## src/rtl/stc0_pkg.sv

```systemverilog
// Shared definitions for the stc0 egress path.
// Holds byte/word/lane widths, the keep and word typedefs, the FIFO beat
// payload (keep + data) and a helper that builds a contiguous keep mask.
package stc0_pkg;

  localparam int unsigned STC0_BYTE_W = 8;
  localparam int unsigned STC0_WORD_W = 32;
  localparam int unsigned STC0_LANES  = 4;
  localparam int unsigned STC0_BEAT_W = STC0_WORD_W + STC0_LANES;

  typedef logic [STC0_LANES-1:0]                   stc0_keep_t;
  typedef logic [STC0_WORD_W-1:0]                  stc0_word_t;
  typedef logic [STC0_LANES-1:0][STC0_BYTE_W-1:0]  stc0_lanes_t;

  // One FIFO entry: keep mask above the data word.
  typedef struct packed {
    stc0_keep_t keep;
    stc0_word_t data;
  } stc0_beat_t;

  // Mask with lanes 0..fill-1 set; fill ranges 0..4.
  function automatic stc0_keep_t stc0_keep_mask(input logic [2:0] fill);
    stc0_keep_t m;
    m = '0;
    for (int i = 0; i < int'(STC0_LANES); i++) begin
      m[i] = (3'(i) < fill);
    end
    return m;
  endfunction

endpackage

```

## src/rtl/stc0_sync_fifo.sv

```systemverilog
// Single-clock FIFO with registered (show-ahead) read data.
// Ports:
//   clk, rst_n        clock, synchronous active-low reset
//   push, wr_data     write request and payload (ignored when full without pop)
//   pop               remove head entry (ignored when empty)
//   rd_data           head entry, registered; zero while empty
//   valid             registered "not empty"
//   level             occupancy 0..DEPTH
module stc0_sync_fifo #(
  parameter int unsigned WIDTH = 36,
  parameter int unsigned DEPTH = 8
) (
  input  logic                      clk,
  input  logic                      rst_n,
  input  logic                      push,
  input  logic [WIDTH-1:0]          wr_data,
  input  logic                      pop,
  output logic [WIDTH-1:0]          rd_data,
  output logic                      valid,
  output logic [$clog2(DEPTH):0]    level
);

  localparam int unsigned PTR_W = $clog2(DEPTH);
  localparam int unsigned LVL_W = PTR_W + 1;

  logic [WIDTH-1:0] mem [DEPTH];
  logic [PTR_W-1:0] wr_ptr, rd_ptr, wr_ptr_n, rd_ptr_n;
  logic [LVL_W-1:0] level_n;
  logic [WIDTH-1:0] rd_data_n;
  logic             full, do_push, do_pop;

  // Next pointers, occupancy and head data.
  always_comb begin
    full     = (level == LVL_W'(DEPTH));
    do_pop   = pop && valid;
    do_push  = push && (!full || do_pop);
    wr_ptr_n = do_push ? wr_ptr + PTR_W'(1) : wr_ptr;
    rd_ptr_n = do_pop  ? rd_ptr + PTR_W'(1) : rd_ptr;
    level_n  = level;
    if (do_push && !do_pop) begin
      level_n = level + LVL_W'(1);
    end else if (!do_push && do_pop) begin
      level_n = level - LVL_W'(1);
    end
    // The incoming word becomes the head when it lands on the next read slot.
    if (level_n == '0) begin
      rd_data_n = '0;
    end else if (do_push && (wr_ptr == rd_ptr_n)) begin
      rd_data_n = wr_data;
    end else begin
      rd_data_n = mem[rd_ptr_n];
    end
  end

  // Storage array, no reset needed.
  always_ff @(posedge clk) begin
    if (rst_n && do_push) begin
      mem[wr_ptr] <= wr_data;
    end
  end

  // Pointers, level and registered head.
  always_ff @(posedge clk) begin
    if (!rst_n) begin
      wr_ptr  <= '0;
      rd_ptr  <= '0;
      level   <= '0;
      valid   <= 1'b0;
      rd_data <= '0;
    end else begin
      wr_ptr  <= wr_ptr_n;
      rd_ptr  <= rd_ptr_n;
      level   <= level_n;
      valid   <= (level_n != '0);
      rd_data <= rd_data_n;
    end
  end

endmodule

```

## src/rtl/stc0_egress_packer.sv

```systemverilog
// Packs the stc0_core egress byte stream into 32-bit words with keep masks
// and queues them for a ready/valid consumer. Words arriving at a full queue
// are dropped and counted.
// Ports:
//   ClkIngress, Rstb   clock, synchronous active-low reset
//   EValid, ED         egress byte strobe and byte (no backpressure)
//   Flush              emit a partially assembled word
//   OValid, OReady     head word handshake
//   OD, OKeep          head word (first byte in [7:0]) and lane mask
//   OLevel             queue occupancy
//   Overflow, DropCnt  sticky drop flag and saturating drop count
module stc0_egress_packer
  import stc0_pkg::*;
#(
  parameter int unsigned DEPTH = 8
) (
  input  logic                    ClkIngress,
  input  logic                    Rstb,
  input  logic                    EValid,
  input  logic [7:0]              ED,
  input  logic                    Flush,
  output logic                    OValid,
  input  logic                    OReady,
  output logic [31:0]             OD,
  output logic [3:0]              OKeep,
  output logic [$clog2(DEPTH):0]  OLevel,
  output logic                    Overflow,
  output logic [7:0]              DropCnt
);

  localparam int unsigned LVL_W = $clog2(DEPTH) + 1;

  logic [1:0]   cnt, cnt_n;
  stc0_lanes_t  lanes, lanes_n;
  logic [2:0]   fill;
  logic         done;
  stc0_beat_t   beat_n, pend_beat, head;
  logic         pend_vld;
  logic         pop, full, push, drop;

  // Assembler: place the byte, decide completion, build the outgoing beat.
  always_comb begin
    lanes_n = lanes;
    if (EValid) begin
      lanes_n[cnt] = ED;
    end
    fill        = {1'b0, cnt} + 3'(EValid);
    // A flush with nothing held (and no byte this cycle) does nothing.
    done        = (EValid && (cnt == 2'd3)) || (Flush && (fill != 3'd0));
    cnt_n       = done ? 2'd0 : cnt + 2'(EValid);
    beat_n.keep = stc0_keep_mask(fill);
    beat_n.data = stc0_word_t'(lanes_n);
  end

  // Queue admission: a full queue still accepts when the head leaves this cycle.
  always_comb begin
    pop  = OValid && OReady;
    full = (OLevel == LVL_W'(DEPTH));
    push = pend_vld && (!full || pop);
    drop = pend_vld && full && !pop;
  end

  // Assembly registers, one-cycle completed-word stage, drop bookkeeping.
  always_ff @(posedge ClkIngress) begin
    if (!Rstb) begin
      cnt       <= 2'd0;
      lanes     <= '0;
      pend_vld  <= 1'b0;
      pend_beat <= '0;
      Overflow  <= 1'b0;
      DropCnt   <= 8'd0;
    end else begin
      cnt       <= cnt_n;
      // Clearing after completion keeps unwritten lanes of the next word at zero.
      lanes     <= done ? '0 : lanes_n;
      pend_vld  <= done;
      pend_beat <= beat_n;
      if (drop) begin
        Overflow <= 1'b1;
        if (DropCnt != 8'hFF) begin
          DropCnt <= DropCnt + 8'd1;
        end
      end
    end
  end

  stc0_sync_fifo #(
    .WIDTH (STC0_BEAT_W),
    .DEPTH (DEPTH)
  ) u_fifo (
    .clk     (ClkIngress),
    .rst_n   (Rstb),
    .push    (push),
    .wr_data (pend_beat),
    .pop     (pop),
    .rd_data (head),
    .valid   (OValid),
    .level   (OLevel)
  );

  assign OD    = head.data;
  assign OKeep = head.keep;

endmodule

```

## config.mk

```make
export PLATFORM = sky130hd
export DESIGN_NAME = stc0_egress_packer
export DESIGN_NICKNAME = d
export VERILOG_FILES = /design/src/rtl/stc0_pkg.sv /design/src/rtl/stc0_sync_fifo.sv /design/src/rtl/stc0_egress_packer.sv
export SDC_FILE = /design/constraint.sdc
export NUM_CORES = 1
export LEC_CHECK = 0
export CAP_MARGIN = 20
export CORE_MARGIN = 2
export CORE_UTILIZATION = 62
export CTS_BUF_LIST = sky130_fd_sc_hd__clkbuf_8
export CTS_CLUSTER_DIAMETER = 60
export DETAILED_ROUTE_END_ITERATION = 8
export PLACE_DENSITY = 0.82
export SYNTH_ARGS = -nofsm -noshare
export SYNTH_HDL_FRONTEND = slang
export SYNTH_SLANG_ARGS = --single-unit
```

## constraint.sdc

```tcl
create_clock -name ClkIngress -period 12.9 [get_ports ClkIngress]
set_clock_uncertainty 0.2 [all_clocks]
set_input_delay 3.87 -clock ClkIngress [delete_from_list [all_inputs] [get_ports ClkIngress]]
set_output_delay 3.87 -clock ClkIngress [all_outputs]
set_load 0.03 [all_outputs]
```

After elaboration in Yosys (flattened, before gate mapping)
Memories as Yosys holds them, arrays and structs flattened. A register that Yosys moved wholly into a read port is not among the register bits.
Cells that the tools add are included.
{"block": "op_classes", "n_addsub": 7, "mul": 0, "div_mod_pow": 0, "magnitude_cmp": 6, "eq_ne": 3, "shifts": 0, "mux": 9, "bitwise": 1, "n_reduce_logical": 25}
{"cell": "bitwise mux 32 bit", "n": 1}
{"cell": "2-to-1 mux 32 bit", "n": 1}
{"cell": "demux 8 bit (select 2 bit)", "n": 1}
{"cell": "logical AND 1 bit", "n": 12}
{"cell": "adder 8 x 1 -> 8 bit, second input constant", "n": 1}
{"cell": "2-to-1 mux 4 bit", "n": 2}
{"cell": "2-to-1 mux 8 bit", "n": 1}
{"cell": "!= test 8 bit, second input constant", "n": 1}
{"cell": "adder 3 x 1 -> 3 bit, second input constant", "n": 2}
{"cell": "< comparator 1 x 3 -> 1 bit, first input constant", "n": 2}
{"cell": "< comparator 2 x 3 -> 1 bit, first input constant", "n": 2}
{"cell": "adder 4 x 1 -> 4 bit, second input constant", "n": 1}
{"cell": "equality test 4 bit, second input constant", "n": 1}
{"cell": "zero test 1 bit", "n": 4}
{"cell": "zero test 4 bit", "n": 1}
{"cell": "nonzero test 4 bit", "n": 1}
{"cell": "OR reduction 2 bit", "n": 2}
{"cell": "subtractor 4 x 1 -> 4 bit, second input constant", "n": 1}
{"cell": "adder 2 x 1 -> 3 bit", "n": 1}
{"cell": "logical OR 1 bit", "n": 3}
{"cell": "< comparator 2 x 3 -> 1 bit, second input constant", "n": 1}
{"cell": "2-to-1 mux 3 bit", "n": 1}
{"cell": "nonzero test 3 bit", "n": 1}
{"cell": "adder 2 x 1 -> 2 bit", "n": 1}
{"cell": "other kinds (5)", "n": 6}
{"block": "word_totals", "reg_bits": 91, "latchBits": 0, "ram_bits": 288, "rom_bits": 0, "elab_cells": 66, "mem_count": 1}
{"name": "u_fifo.mem", "words": 8, "word_bits": 36, "rd": 1, "rd_ports_with_merged_regs": 1, "wr": 1, "line": "stc0_sync_fifo.sv:26", "source": "logic [WIDTH-1:0] mem [DEPTH];"}

Logic depth before layout (Yosys ltp)
{"block": "depth", "depth_word": 11, "depth_mapped": 8, "depth_no_buf": 7}

Hierarchy
A second synthesis with hierarchy kept.
{"block": "unflattened", "cells_unflattened": 886, "hier_area_um2": 15519.9}
{"module": "stc0_sync_fifo", "n_inst": 1, "cells_each": 627, "area_per_inst_um2": 12812.3}
{"module": "stc0_egress_packer", "n_inst": 1, "cells_each": 259, "area_per_inst_um2": 2707.6}

Worst setup path before layout
Ideal clock, no wire load.
{"block": "synth_path", "kind": "input to register", "startpoint": "input port OReady", "endpoint": "memory u_fifo.mem[0][0], enable pin", "setup_time_ns": 0.474, "arrival_ns": 6.903, "required_time_ns": 12.226, "slack_ns": 5.323, "cell_stages": 5, "cell_sequence": "and2_1 > clkbuf_4 > o211a_1 > nand2b_1 > nor3_1"}
{"block": "synth_via", "elab_chain_len": 7}
{"element": "start, declared", "line": "stc0_egress_packer.sv:23", "source": "input logic OReady,"}
{"element": "logical AND 1 bit *", "line": "stc0_egress_packer.sv:57", "source": "pop = OValid && OReady;"}
{"element": "logical OR 1 bit / logical AND 1 bit (equally long branches)", "line": "stc0_egress_packer.sv:59, stc0_sync_fifo.sv:35"}
{"element": "logical AND 1 bit / logical OR 1 bit (equally long branches)", "line": "stc0_egress_packer.sv:59, stc0_sync_fifo.sv:36"}
{"element": "logical AND 1 bit *", "line": "stc0_sync_fifo.sv:36", "source": "do_push = push && (!full || do_pop);"}
{"element": "logical AND 1 bit *", "line": "stc0_sync_fifo.sv:57", "source": "if (rst_n && do_push) begin"}
{"element": "2-to-1 mux 1 bit *", "line": "stc0_sync_fifo.sv:57"}
{"element": "2-to-1 mux 1 bit (implied by the code) *", "line": "stc0_sync_fifo.sv:58", "source": "mem[wr_ptr] <= wr_data;"}
{"element": "end, declared", "line": "stc0_sync_fifo.sv:26"}
Mark *: on every way between the ends. The rest lies on a longest branch, timed or not.

Final worst setup path
{"block": "layout_path", "startpoint": "input port OReady", "endpoint": "register u_fifo.rd_data[6] (read register of u_fifo.mem)"}
{"block": "layout_via", "elab_chain_len": 10}
{"element": "logical AND 1 bit *", "line": "stc0_egress_packer.sv:57"}
{"element": "logical OR 1 bit / logical AND 1 bit (equally long branches)", "line": "stc0_egress_packer.sv:59, stc0_sync_fifo.sv:35"}
{"element": "logical AND 1 bit / logical OR 1 bit (equally long branches)", "line": "stc0_egress_packer.sv:59, stc0_sync_fifo.sv:36"}
{"element": "logical AND 1 bit", "line": "stc0_sync_fifo.sv:36"}
{"element": "zero test 1 bit", "line": "stc0_sync_fifo.sv:42", "source": "end else if (!do_push && do_pop) begin"}
{"element": "logical AND 1 bit", "line": "stc0_sync_fifo.sv:42"}
{"element": "2-to-1 mux 4 bit", "line": "stc0_sync_fifo.sv:42"}
{"element": "2-to-1 mux 4 bit", "line": "stc0_sync_fifo.sv:40", "source": "if (do_push && !do_pop) begin"}
{"element": "zero test 4 bit", "line": "stc0_sync_fifo.sv:46", "source": "if (level_n == '0) begin"}
{"element": "OR reduction 2 bit (no source line)"}
{"element": "end, declared", "line": "stc0_sync_fifo.sv:18", "source": "output logic [WIDTH-1:0] rd_data,"}
Marks and branches as above.
A chain may end at the register's enable or synchronous reset.

==> impl_metrics.json <==
{
  "synthDistinctLibCells": 50,
  "rr_worst_depth": 7,
  "postCtsHoldBufs": 0,
  "rows": 57,
  "placed_cells_incl_taps": 1222,
  "cts_sinks": 415,
  "coreArea_sq_mm": 0.02439,
  "holdPathStages": 2,
  "hold_path_class": "reg2reg",
  "cts_buffer_depth": 3,
  "tightestPinTransition_ps": 898.4,
  "yosys_warnings": 0,
  "grt_usage": 0.2389,
  "gr-total-overflow": 0,
  "hold_violations": 0,
  "min_from": "lanes[7]$_SDFF_PP0_",
  "first_global_vias": 8405,
  "final_cells": 1340,
  "syn-num-nets": 888,
  "area_growth_pct": 15.10,
  "crit_required_ps": 13110,
  "critPathKind": "in2reg",
  "cpPeakStageDelay_ps": 800,
  "io_buffers": 62,
  "grt_pass1_wl_mm": 47.10,
  "start_kind": "input port",
  "power_density_mw_per_mm2": 188.9,
  "wl_per_cell_um": 22.75,
  "yosysTopAreaCell": "edfxtp_1",
  "drt-initial-drc-count": 717,
  "io_pins": 63,
  "root_buffer": "clkbuf_8",
  "postSynthAreaPerCell_sq_um": 17.84,
  "routed_via_density": 6.037,
  "drive_gt1_frac": 0.1726,
  "syn_area_sq_mm": 0.01545,
  "vias": 8089,
  "slowest_stage": "buf_4",
  "post-route-min-period_ps": 6946,
  "outcome": "finished, final reports clean",
  "synth_cells": 866,
  "path_cells": "clkdlybuf4s50_1 -> and2_1 -> xnor2_4 -> buf_4 -> buf_4 -> mux4_2 -> mux2i_1 -> a211oi_1",
  "period_share": 0.5385,
  "insertion_delay_ps": 590,
  "end_kind": "register",
  "ant_nets": 0,
  "ys_ff_latch": 415,
  "relSlewSlack": 0.4010,
  "die_w_um": 161.9,
  "synth_area_leaders": "edfxtp_1 (56%), dfxtp_1 (16%), mux4_2 (6.4%), mux4_1 (4.8%), mux2i_1 (4.5%)",
  "regArea_sq_mm": 0.01119,
  "arrival_ps": 7160,
  "synth-async-reset-ratio": 0,
  "fin_nets": 983,
  "antenna_found_initial": 0,
  "fmax_mhz": 144.0,
  "seq_area_frac_synth": 0.7243,
  "cp_max_fo": 46,
  "die_h_um": 161.9,
  "initial_core_util": 0.6335,
  "h-tree-depth": 2,
  "cts_made_buffers": 61,
  "cts-resized-gates": 0,
  "multiInputGateArea_sq_mm": 0.004023,
  "clkTransAtPathRegs_ps": 60,
  "dieArea_sq_mm": 0.02620,
  "drc": 0,
  "ys.flop_type": "edfxtp_1",
  "path_common_cell": "buf_4",
  "vdd_drop_max_uv": 122.3,
  "drv_slew": 0,
  "firstDrtPassIters": 5,
  "min_to": "pend_beat[7]$_SDFF_PN0_",
  "utilization": 0.7291,
  "fin_tns_setup_ps": 0,
  "synth.top_cell.area_share": 0.5597,
  "r2r-start": "u_fifo.valid$_SDFF_PN0_",
  "wirelength_mm": 30.48,
  "fillCellCount": 1422,
  "leakage_nw": 6.598,
  "cts_tree": "done",
  "timing.rr.end": "u_fifo.rd_data[6]$_SDFF_PP0_",
  "reg2reg_slack_ps": 9320,
  "maxCapViolations": 0,
  "rsz0062_at_grt": "no",
  "setup_viol": 0,
  "synth_edf_count": 288,
  "grt_max_degree": 73,
  "place_hpwl_mm": 16.28,
  "cts_setup_buffers": 0,
  "routabilityCongestion": 0.8215
}
==> cell type report <==
| cell class | instances | area share |
|---|---|---|
| sequential | 415 | 0.6292 |
| multi-input combinational | 395 | 0.2262 |
| clock buffer | 73 | 0.05649 |
| timing repair buffer | 79 | 0.04249 |
| tap | 324 | 0.02279 |
| clock inverter | 43 | 0.02061 |
| inverter | 9 | 0.001900 |
| antenna | 2 | 0.0002814 |
==> registers in the layout, indices dropped and copies added, names as in the netlist <==
name	cells
pend_beat	36
u_fifo.level	4
lanes	32
DropCnt	8
u_fifo.mem	288
Overflow	1
cnt	2
u_fifo.wr_ptr	3
u_fifo.rd_ptr	3
u_fifo.rd_data	36
u_fifo.valid	1
pend_vld	1
==> through the flow <==
step	power, W	setup WS [ps]	hold slack (ps)	area, sq um
6_report	0.003360	5954	280.8	17780
4_1_cts	0.003387	5917	286.6	17780
5_1_grt	0.003483	5696	302.2	17780
2_1_floorplan	0.002054	5323	255.2	15450
3_5_place_dp	0.002259	5304	260.1	16410
3_3_place_gp	0.002238	5431	255.6	16390
==> Yosys cell counts (all sizes together), types with 5 or more instances <==
library cell / instances
edfxtp: 288
dfxtp: 127
nor2: 94
mux4: 72
mux2i: 69
a211oi: 37
nor3: 35
buf: 24
clkbuf: 23
ha: 9
nand2: 9
inv: 8
nand3: 7
xor2: 7
and2: 5
xnor2: 5
==> worst max-delay path, delay by kind of cell <==
family,cells,cell delay (ps)
xor gates and xnor gates,1,140
and+or+nand+nor,1,330
buffers and inverters,3,1870
muxes,2,780
AOI/OAI and AO/OA,1,120
==> cell families after synthesis <==
family | after synthesis | synth area share
DFF | 415 | 0.7243
and+or+nand+nor | 170 | 0.04980
muxes | 141 | 0.1565
AOI/OAI and AO/OA | 61 | 0.02964
buffers and inverters | 56 | 0.02138
xor gates and xnor gates | 14 | 0.01118
adders and majority gates | 9 | 0.007288
==> cells in the final DEF, fill, tap and decap left out, drive strengths merged, types with 14 or more instances in the layout <==
master,instances
a211oi,37
inv,29
clkinv,14
nor3,35
dfxtp,127
clkbuf,73
nor2,94
mux4,72
clkdlybuf4s50,62
mux2i,69
buf,17
edfxtp,288
==> where the power goes <==
part | switching (W) | total, W | internal [W]
clock | 0.000476 | 0.00113 | 0.000655
combinational | 0.000373 | 0.000690 | 0.000317
sequential | 0.0000462 | 0.00154 | 0.00149
==> worst max-delay path by stage <==
stage | cells past startpoint | from | slack, ps | to
final | 8 | OReady | 5950 | u_fifo.rd_data[6]$_SDFF_PP0_
after global routing | 8 | OReady | 5700 | u_fifo.rd_data[1]$_SDFF_PP0_
after CTS | 8 | OReady | 5920 | u_fifo.rd_data[6]$_SDFF_PP0_
after detailed placement | 8 | OReady | 5300 | u_fifo.rd_data[1]$_SDFF_PP0_
after global placement | 8 | OReady | 5430 | u_fifo.rd_data[0]$_SDFF_PP0_
after floorplan | 5 | OReady | 5320 | u_fifo.mem[0][0]$_DFFE_PP_
==> routing by layer <==
layer  track usage  part of all wire
met4       0.07039             0.019
met3       0.04571             0.065
met2        0.3907              0.50
met5             0                 0
met1        0.3339              0.42
No activity file was read; power rests on OpenSTA's default activity.
==> RTL edit 1 (same flow settings) <==
`rd_data` no longer has a reset.
--- a/src/rtl/stc0_sync_fifo.sv
+++ b/src/rtl/stc0_sync_fifo.sv
@@ -66,14 +66,16 @@
       rd_ptr  <= '0;
       level   <= '0;
       valid   <= 1'b0;
-      rd_data <= '0;
     end else begin
       wr_ptr  <= wr_ptr_n;
       rd_ptr  <= rd_ptr_n;
       level   <= level_n;
       valid   <= (level_n != '0);
-      rd_data <= rd_data_n;
     end
+  end
+
+  always_ff @(posedge clk) begin
+    rd_data <= rd_data_n;
   end
 
 endmodule
Check against the original RTL: differs if Rstb is asserted again (counterexample within 4 cycles, from zero or initial values and one cycle with Rstb low); with Rstb held inactive, the same outputs for 4 cycles.
==> RTL edit 1 against the original RTL <==
Via count is 46% higher. Routed wire length is 41% higher. Cell count is 30% higher. Cell area is 6.8% higher. Setup slack worse by 0.082 ns. Area after synthesis is 7.7% higher. Register-to-register slack hardly changed. Sequential cell count stayed put. Total power is 6.6% higher. Critical endpoint is now u_fifo.rd_data[10]. Largest power group unchanged.
==> RTL edit 1: results (changes against the original RTL) <==
<table>
<tr><th>Metric</th><th>Value</th></tr>
<tr><th colspan="2">GRT</th></tr>
<tr><td>Met3 Usage GRT</td><td>5.99% (was 4.57%)</td></tr>
<tr><td>Pin count of the biggest net entering global routing</td><td>107 (was 73)</td></tr>
<tr><td>Met2 capacity usage during global routing</td><td>46.9% (was 39.1%)</td></tr>
<tr><td>Initial antenna violation count</td><td>2 (was 0)</td></tr>
<tr><td>Total routing usage reported by global routing</td><td>29.8% (was 23.9%)</td></tr>
<tr><td>Met1 usage in global routing</td><td>40.6% (was 33.4%)</td></tr>
<tr><td>Wire length of the first global-routing pass</td><td>64.6 mm (was 47.1 mm)</td></tr>
<tr><th colspan="2">Place</th></tr>
<tr><td>Cell area after placement</td><td>0.0175 sq mm (was 0.0164 sq mm)</td></tr>
<tr><td>Routability Congestion</td><td>0.796 (was 0.822)</td></tr>
<tr><td>Hpwl dp</td><td>21.3 mm (was 16.3 mm)</td></tr>
<tr><th colspan="2">Worst setup path</th></tr>
<tr><td>FF-to-FF setup slack</td><td>9.31 ns (was 9.32 ns)</td></tr>
<tr><td>Endpoint arrival time on the critical path</td><td>7.24 ns (was 7.16 ns)</td></tr>
<tr><td>Critical-path top delay cell</td><td>sky130_fd_sc_hd__clkdlybuf4s50_1 (was sky130_fd_sc_hd__buf_4)</td></tr>
<tr><td>Critical Path Fanout Max</td><td>40 (was 46)</td></tr>
<tr><td>CP peak stage delay</td><td>0.82 ns (was 0.80 ns)</td></tr>
<tr><th colspan="2">Clock network</th></tr>
<tr><td>Number of H-tree levels</td><td>3 (was 2)</td></tr>
<tr><td>Cts bufs inserted</td><td>66 (was 61)</td></tr>
<tr><th colspan="2">Finish</th></tr>
<tr><td>Antenna Cells</td><td>0 (was 2)</td></tr>
<tr><td>Number of inserted filler cells in the final layout</td><td>1652 (was 1422)</td></tr>
<tr><td>Final Net Count</td><td>1374 (was 983)</td></tr>
<tr><td>Fraction of final layout cells with drive strength greater than 1</td><td>13.0% (was 17.3%)</td></tr>
<tr><th colspan="2">Timing</th></tr>
<tr><td>Max transition margin</td><td>45.2% (was 40.1%)</td></tr>
<tr><th colspan="2">Routing</th></tr>
<tr><td>TritonRoute pass-1 iters</td><td>6 (was 5)</td></tr>
<tr><td>Total vias in the final route</td><td>11800 (was 8089)</td></tr>
<tr><th colspan="2">Run status</th></tr>
<tr><td>Run status</td><td>finished, final reports clean (unchanged)</td></tr>
<tr><th colspan="2">Pwr</th></tr>
<tr><td>Leakage power total</td><td>0.00640 uW (was 0.00660 uW)</td></tr>
</table>
==> RTL edit 1: cell types whose count changed in the layout (fill, tap and decap cells not counted), sizes merged, moves of 8 or more <==
| cell | unedited run | this run |
|---|---|---|
| nor3 | 35 | 189 |
| a21oi | 4 | 148 |
| o22ai | 1 | 144 |
| nor2 | 94 | 6 |
| mux4 | 72 | 0 |
| and2 | 5 | 47 |
| nor2b | 0 | 37 |
| mux2i | 69 | 33 |
| nand4 | 4 | 37 |
| buf | 17 | 32 |
| clkbuf | 73 | 81 |
==> RTL edit 1: area by class of cell <==
type / instances / area share (%)
clock buffer: 81 / 5.87
clock inverter: 39 / 1.26
inverter: 6 / 0.119
multi-input combinational: 769 / 26.6
sequential: 415 / 58.9
tap: 335 / 2.21
timing repair buffer: 94 / 5.06
==> RTL edit 1: cell families (layout without fill, tap and decap cells) <==
| kind of cell | count (synthesis) | count (layout) | share of synthesized area (%) |
|---|---|---|---|
| adders and majority gates | 9 | 9 | 0.677 |
| buffers and inverters | 125 | 220 | 3.32 |
| xor gates and xnor gates | 15 | 15 | 0.835 |
| DFF | 415 | 415 | 67.2 |
| AOI/OAI and AO/OA | 351 | 351 | 13.7 |
| muxes | 33 | 33 | 1.98 |
| and+or+nand+nor | 361 | 361 | 12.3 |
==> RTL edit 1: how the worst min path moves through the flow <==
stage               slack [ns]  startpoint            to  depth (start not counted)
floorplan                 0.28    lanes[0]  pend_beat[0]                          2
detailed placement        0.29    Overflow      Overflow                          2
finish                    0.29    Overflow      Overflow                          2
CTS                       0.31    Overflow      Overflow                          2
global route              0.34    Overflow      Overflow                          2
global placement          0.27    Overflow      Overflow                          2
==> RTL edit 1: power by group <==
| part | switching (uW) | internal, uW | leakage, uW |
|---|---|---|---|
| registers | 58.0 | 1490 | 0.00359 |
| logic | 579 | 329 | 0.00204 |
| clock network | 498 | 628 | 0.000771 |
| total | 1140 | 2450 | 0.00640 |
==> RTL edit 1: metrics by stage <==
stage	instances	utilization, %	hold slack, ns	worst slack, ns
floorplan	1309	-	0.284	5.27
global placement	1614	66.8	0.273	5.16
detailed placement	1614	66.8	0.288	5.10
CTS	1734	72.0	0.306	5.66
global route	1739	72.5	0.344	5.75
finish	1739	72.5	0.294	5.87
==> RTL edit 1: routing by layer <==
metal  up-vias  routed length, um
met5         -                  0
met4         0               1490
met3       133               5100
met2       887              20200
met1      5616              16300
li1       5168                  -
==> RTL edit 1: worst min-delay path: cells and delay by family (launching register included) <==
kind             cells  cell delay (ns)
AO/OA/AOI/OAI        1             0.04
AND/OR/NAND/NOR      1             0.09
flip-flops           1             0.33
==> RTL edit 2 (config.mk and constraints unchanged) <==
Without the edit above. Put a register stage on the output `OLevel`, with the module's reset. The value now appears one clock later. The other outputs are not delayed to match.
--- a/src/rtl/stc0_egress_packer.sv
+++ b/src/rtl/stc0_egress_packer.sv
@@ -30,6 +30,8 @@
 
   localparam int unsigned LVL_W = $clog2(DEPTH) + 1;
 
+  logic [$clog2(DEPTH):0] OLevel_d;
+
   logic [1:0]   cnt, cnt_n;
   stc0_lanes_t  lanes, lanes_n;
   logic [2:0]   fill;
@@ -55,7 +57,7 @@
   // Queue admission: a full queue still accepts when the head leaves this cycle.
   always_comb begin
     pop  = OValid && OReady;
-    full = (OLevel == LVL_W'(DEPTH));
+    full = (OLevel_d == LVL_W'(DEPTH));
     push = pend_vld && (!full || pop);
     drop = pend_vld && full && !pop;
   end
@@ -95,11 +97,19 @@
     .pop     (pop),
     .rd_data (head),
     .valid   (OValid),
-    .level   (OLevel)
+    .level   (OLevel_d)
   );
 
   assign OD    = head.data;
   assign OKeep = head.keep;
 
+  always_ff @(posedge ClkIngress) begin
+    if (!Rstb) begin
+      OLevel <= '0;
+    end else begin
+      OLevel <= OLevel_d;
+    end
+  end
+
 endmodule
 
Formal check against the unedited RTL: not equivalent (a bounded check fails within 4 cycles, from zero or initial values and one cycle with Rstb low).
==> RTL edit 2 against the original RTL <==
Hold slack got worse by 0.0060 ns. Sequential cell count rose by 4. Clock power shrank 8%. Global-route usage grew 0.79 points. Setup slack improved by 0.24 ns. Total power is 1.6% higher. Routed wire length is 5.3% higher. Cell area increased by 1.1%. Via count rose by 10%. Count of clock-buffer cells in the layout rose by 3. Area after synthesis up 2.1%. Largest cell class unchanged.
==> RTL edit 2: results (changes against the original RTL) <==
<table>
<tr><th>Metric</th><th>Value</th></tr>
<tr><th colspan="2">Logic synthesis</th></tr>
<tr><td>Average size of a mapped cell</td><td>15.7 sq um (was 17.8 sq um)</td></tr>
<tr><td>Distinct cell type count of the synthesized netlist</td><td>48 (was 50)</td></tr>
<tr><th colspan="2">Place</th></tr>
<tr><td>Routability Congestion</td><td>0.807 (was 0.822)</td></tr>
<tr><td>Cell area after placement</td><td>0.0167 sq mm (was 0.0164 sq mm)</td></tr>
<tr><td>Hpwl dp</td><td>16.1 mm (was 16.3 mm)</td></tr>
<tr><th colspan="2">GRT</th></tr>
<tr><td>Met2 capacity usage during global routing</td><td>40.0% (was 39.1%)</td></tr>
<tr><td>Wire length of the first global-routing pass</td><td>49.3 mm (was 47.1 mm)</td></tr>
<tr><td>Total routing usage reported by global routing</td><td>24.7% (was 23.9%)</td></tr>
<tr><td>Pin count of the biggest net entering global routing</td><td>77 (was 73)</td></tr>
<tr><td>Met1 usage in global routing</td><td>32.4% (was 33.4%)</td></tr>
<tr><td>Vias in the first global route</td><td>8989 (was 8405)</td></tr>
<tr><td>Met3 Usage GRT</td><td>5.51% (was 4.57%)</td></tr>
<tr><th colspan="2">Clock network</th></tr>
<tr><td>Cts bufs inserted</td><td>68 (was 61)</td></tr>
<tr><td>Later-pin clock latency in the skew report</td><td>0.57 ns (was 0.59 ns)</td></tr>
<tr><td>Number of H-tree levels</td><td>3 (was 2)</td></tr>
<tr><th colspan="2">Pwr</th></tr>
<tr><td>Switching fraction of total power</td><td>29.0% (was 26.6%)</td></tr>
<tr><td>Worst VDD drop</td><td>0.110 mV (was 0.122 mV)</td></tr>
<tr><th colspan="2">Min path</th></tr>
<tr><td>WHS Path Cells</td><td>1 (was 2)</td></tr>
<tr><td>Worst Hold Launch</td><td>Overflow (was lanes[7])</td></tr>
<tr><th colspan="2">Routing</th></tr>
<tr><td>Total vias in the final route</td><td>8903 (was 8089)</td></tr>
<tr><td>Amount of wire on met3 after detailed routing</td><td>2.11 mm (was 1.97 mm)</td></tr>
<tr><td>Detailed router's first-iteration violation count</td><td>724 (was 717)</td></tr>
<tr><td>Met2 wirelength from detailed routing</td><td>15.7 mm (was 15.2 mm)</td></tr>
<tr><th colspan="2">Worst setup path</th></tr>
<tr><td>Endpoint arrival time on the critical path</td><td>6.91 ns (was 7.16 ns)</td></tr>
<tr><td>CP peak stage delay</td><td>0.75 ns (was 0.80 ns)</td></tr>
<tr><th colspan="2">Finish</th></tr>
<tr><td>Final std cells w/o fill</td><td>1486 (was 1340)</td></tr>
<tr><td>Final Net Count</td><td>1121 (was 983)</td></tr>
<tr><td>Fraction of final layout cells with drive strength greater than 1</td><td>18.0% (was 17.3%)</td></tr>
<tr><th colspan="2">Run status</th></tr>
<tr><td>Run status</td><td>finished, final reports clean (unchanged)</td></tr>
</table>
[RTL edit 2: cell types whose count changed after synthesis, moves of 7 or more]
cell	change
sky130_fd_sc_hd__mux2_2	+66
sky130_fd_sc_hd__mux4_2	-44
sky130_fd_sc_hd__mux2i_1	+37
sky130_fd_sc_hd__a221o_1	+36
sky130_fd_sc_hd__o22ai_1	+36
sky130_fd_sc_hd__mux4_1	-28
sky130_fd_sc_hd__and2_1	+12
sky130_fd_sc_hd__a211oi_2	+11
sky130_fd_sc_hd__clkbuf_1	+9
sky130_fd_sc_hd__a211oi_1	-8
sky130_fd_sc_hd__nor2_1	-7
[RTL edit 2: final cells by class]
class / count / area, sq um
sequential: 419 / 11300
inverter: 9 / 33.8
multi-input combinational: 518 / 4170
fill: 1646 / 7140
timing repair buffer: 83 / 818
clock buffer: 76 / 1050
tap: 330 / 413
antenna: 3 / 7.51
clock inverter: 48 / 213
[RTL edit 2: logic make-up (layout without fill, tap and decap cells)]
group                    after synthesis  in the layout  share of synthesized area [%]
XOR/XNOR                              15             15                          0.952
buffers and inverters                 68            216                           2.70
flip-flops                           419            419                           71.4
AO/OA/AOI/OAI                        134            134                           6.95
AND/OR/NAND/NOR                      181            181                           5.31
multiplexers                         179            179                           11.9
other                                  0              3                              0
adder cells (fa/ha/maj)                9              9                          0.714
[RTL edit 2: path summary, 6_finish.rpt]
kind	endpoint	slack, ns
max	u_fifo.rd_data[23]	6.20
min	Overflow	0.27
max reg2reg	u_fifo.rd_data[23]	9.58
min reg2reg	Overflow	0.27
[RTL edit 2: stage by stage]
stage	setup slack [ns]	utilization, %	power (uW)
detailed placement	5.03	66.3	2390
global placement	5.13	66.3	2380
finish	6.20	71.6	3410
global route	5.97	71.5	3550
CTS	5.62	71.3	3420
floorplan	5.05	-	2210
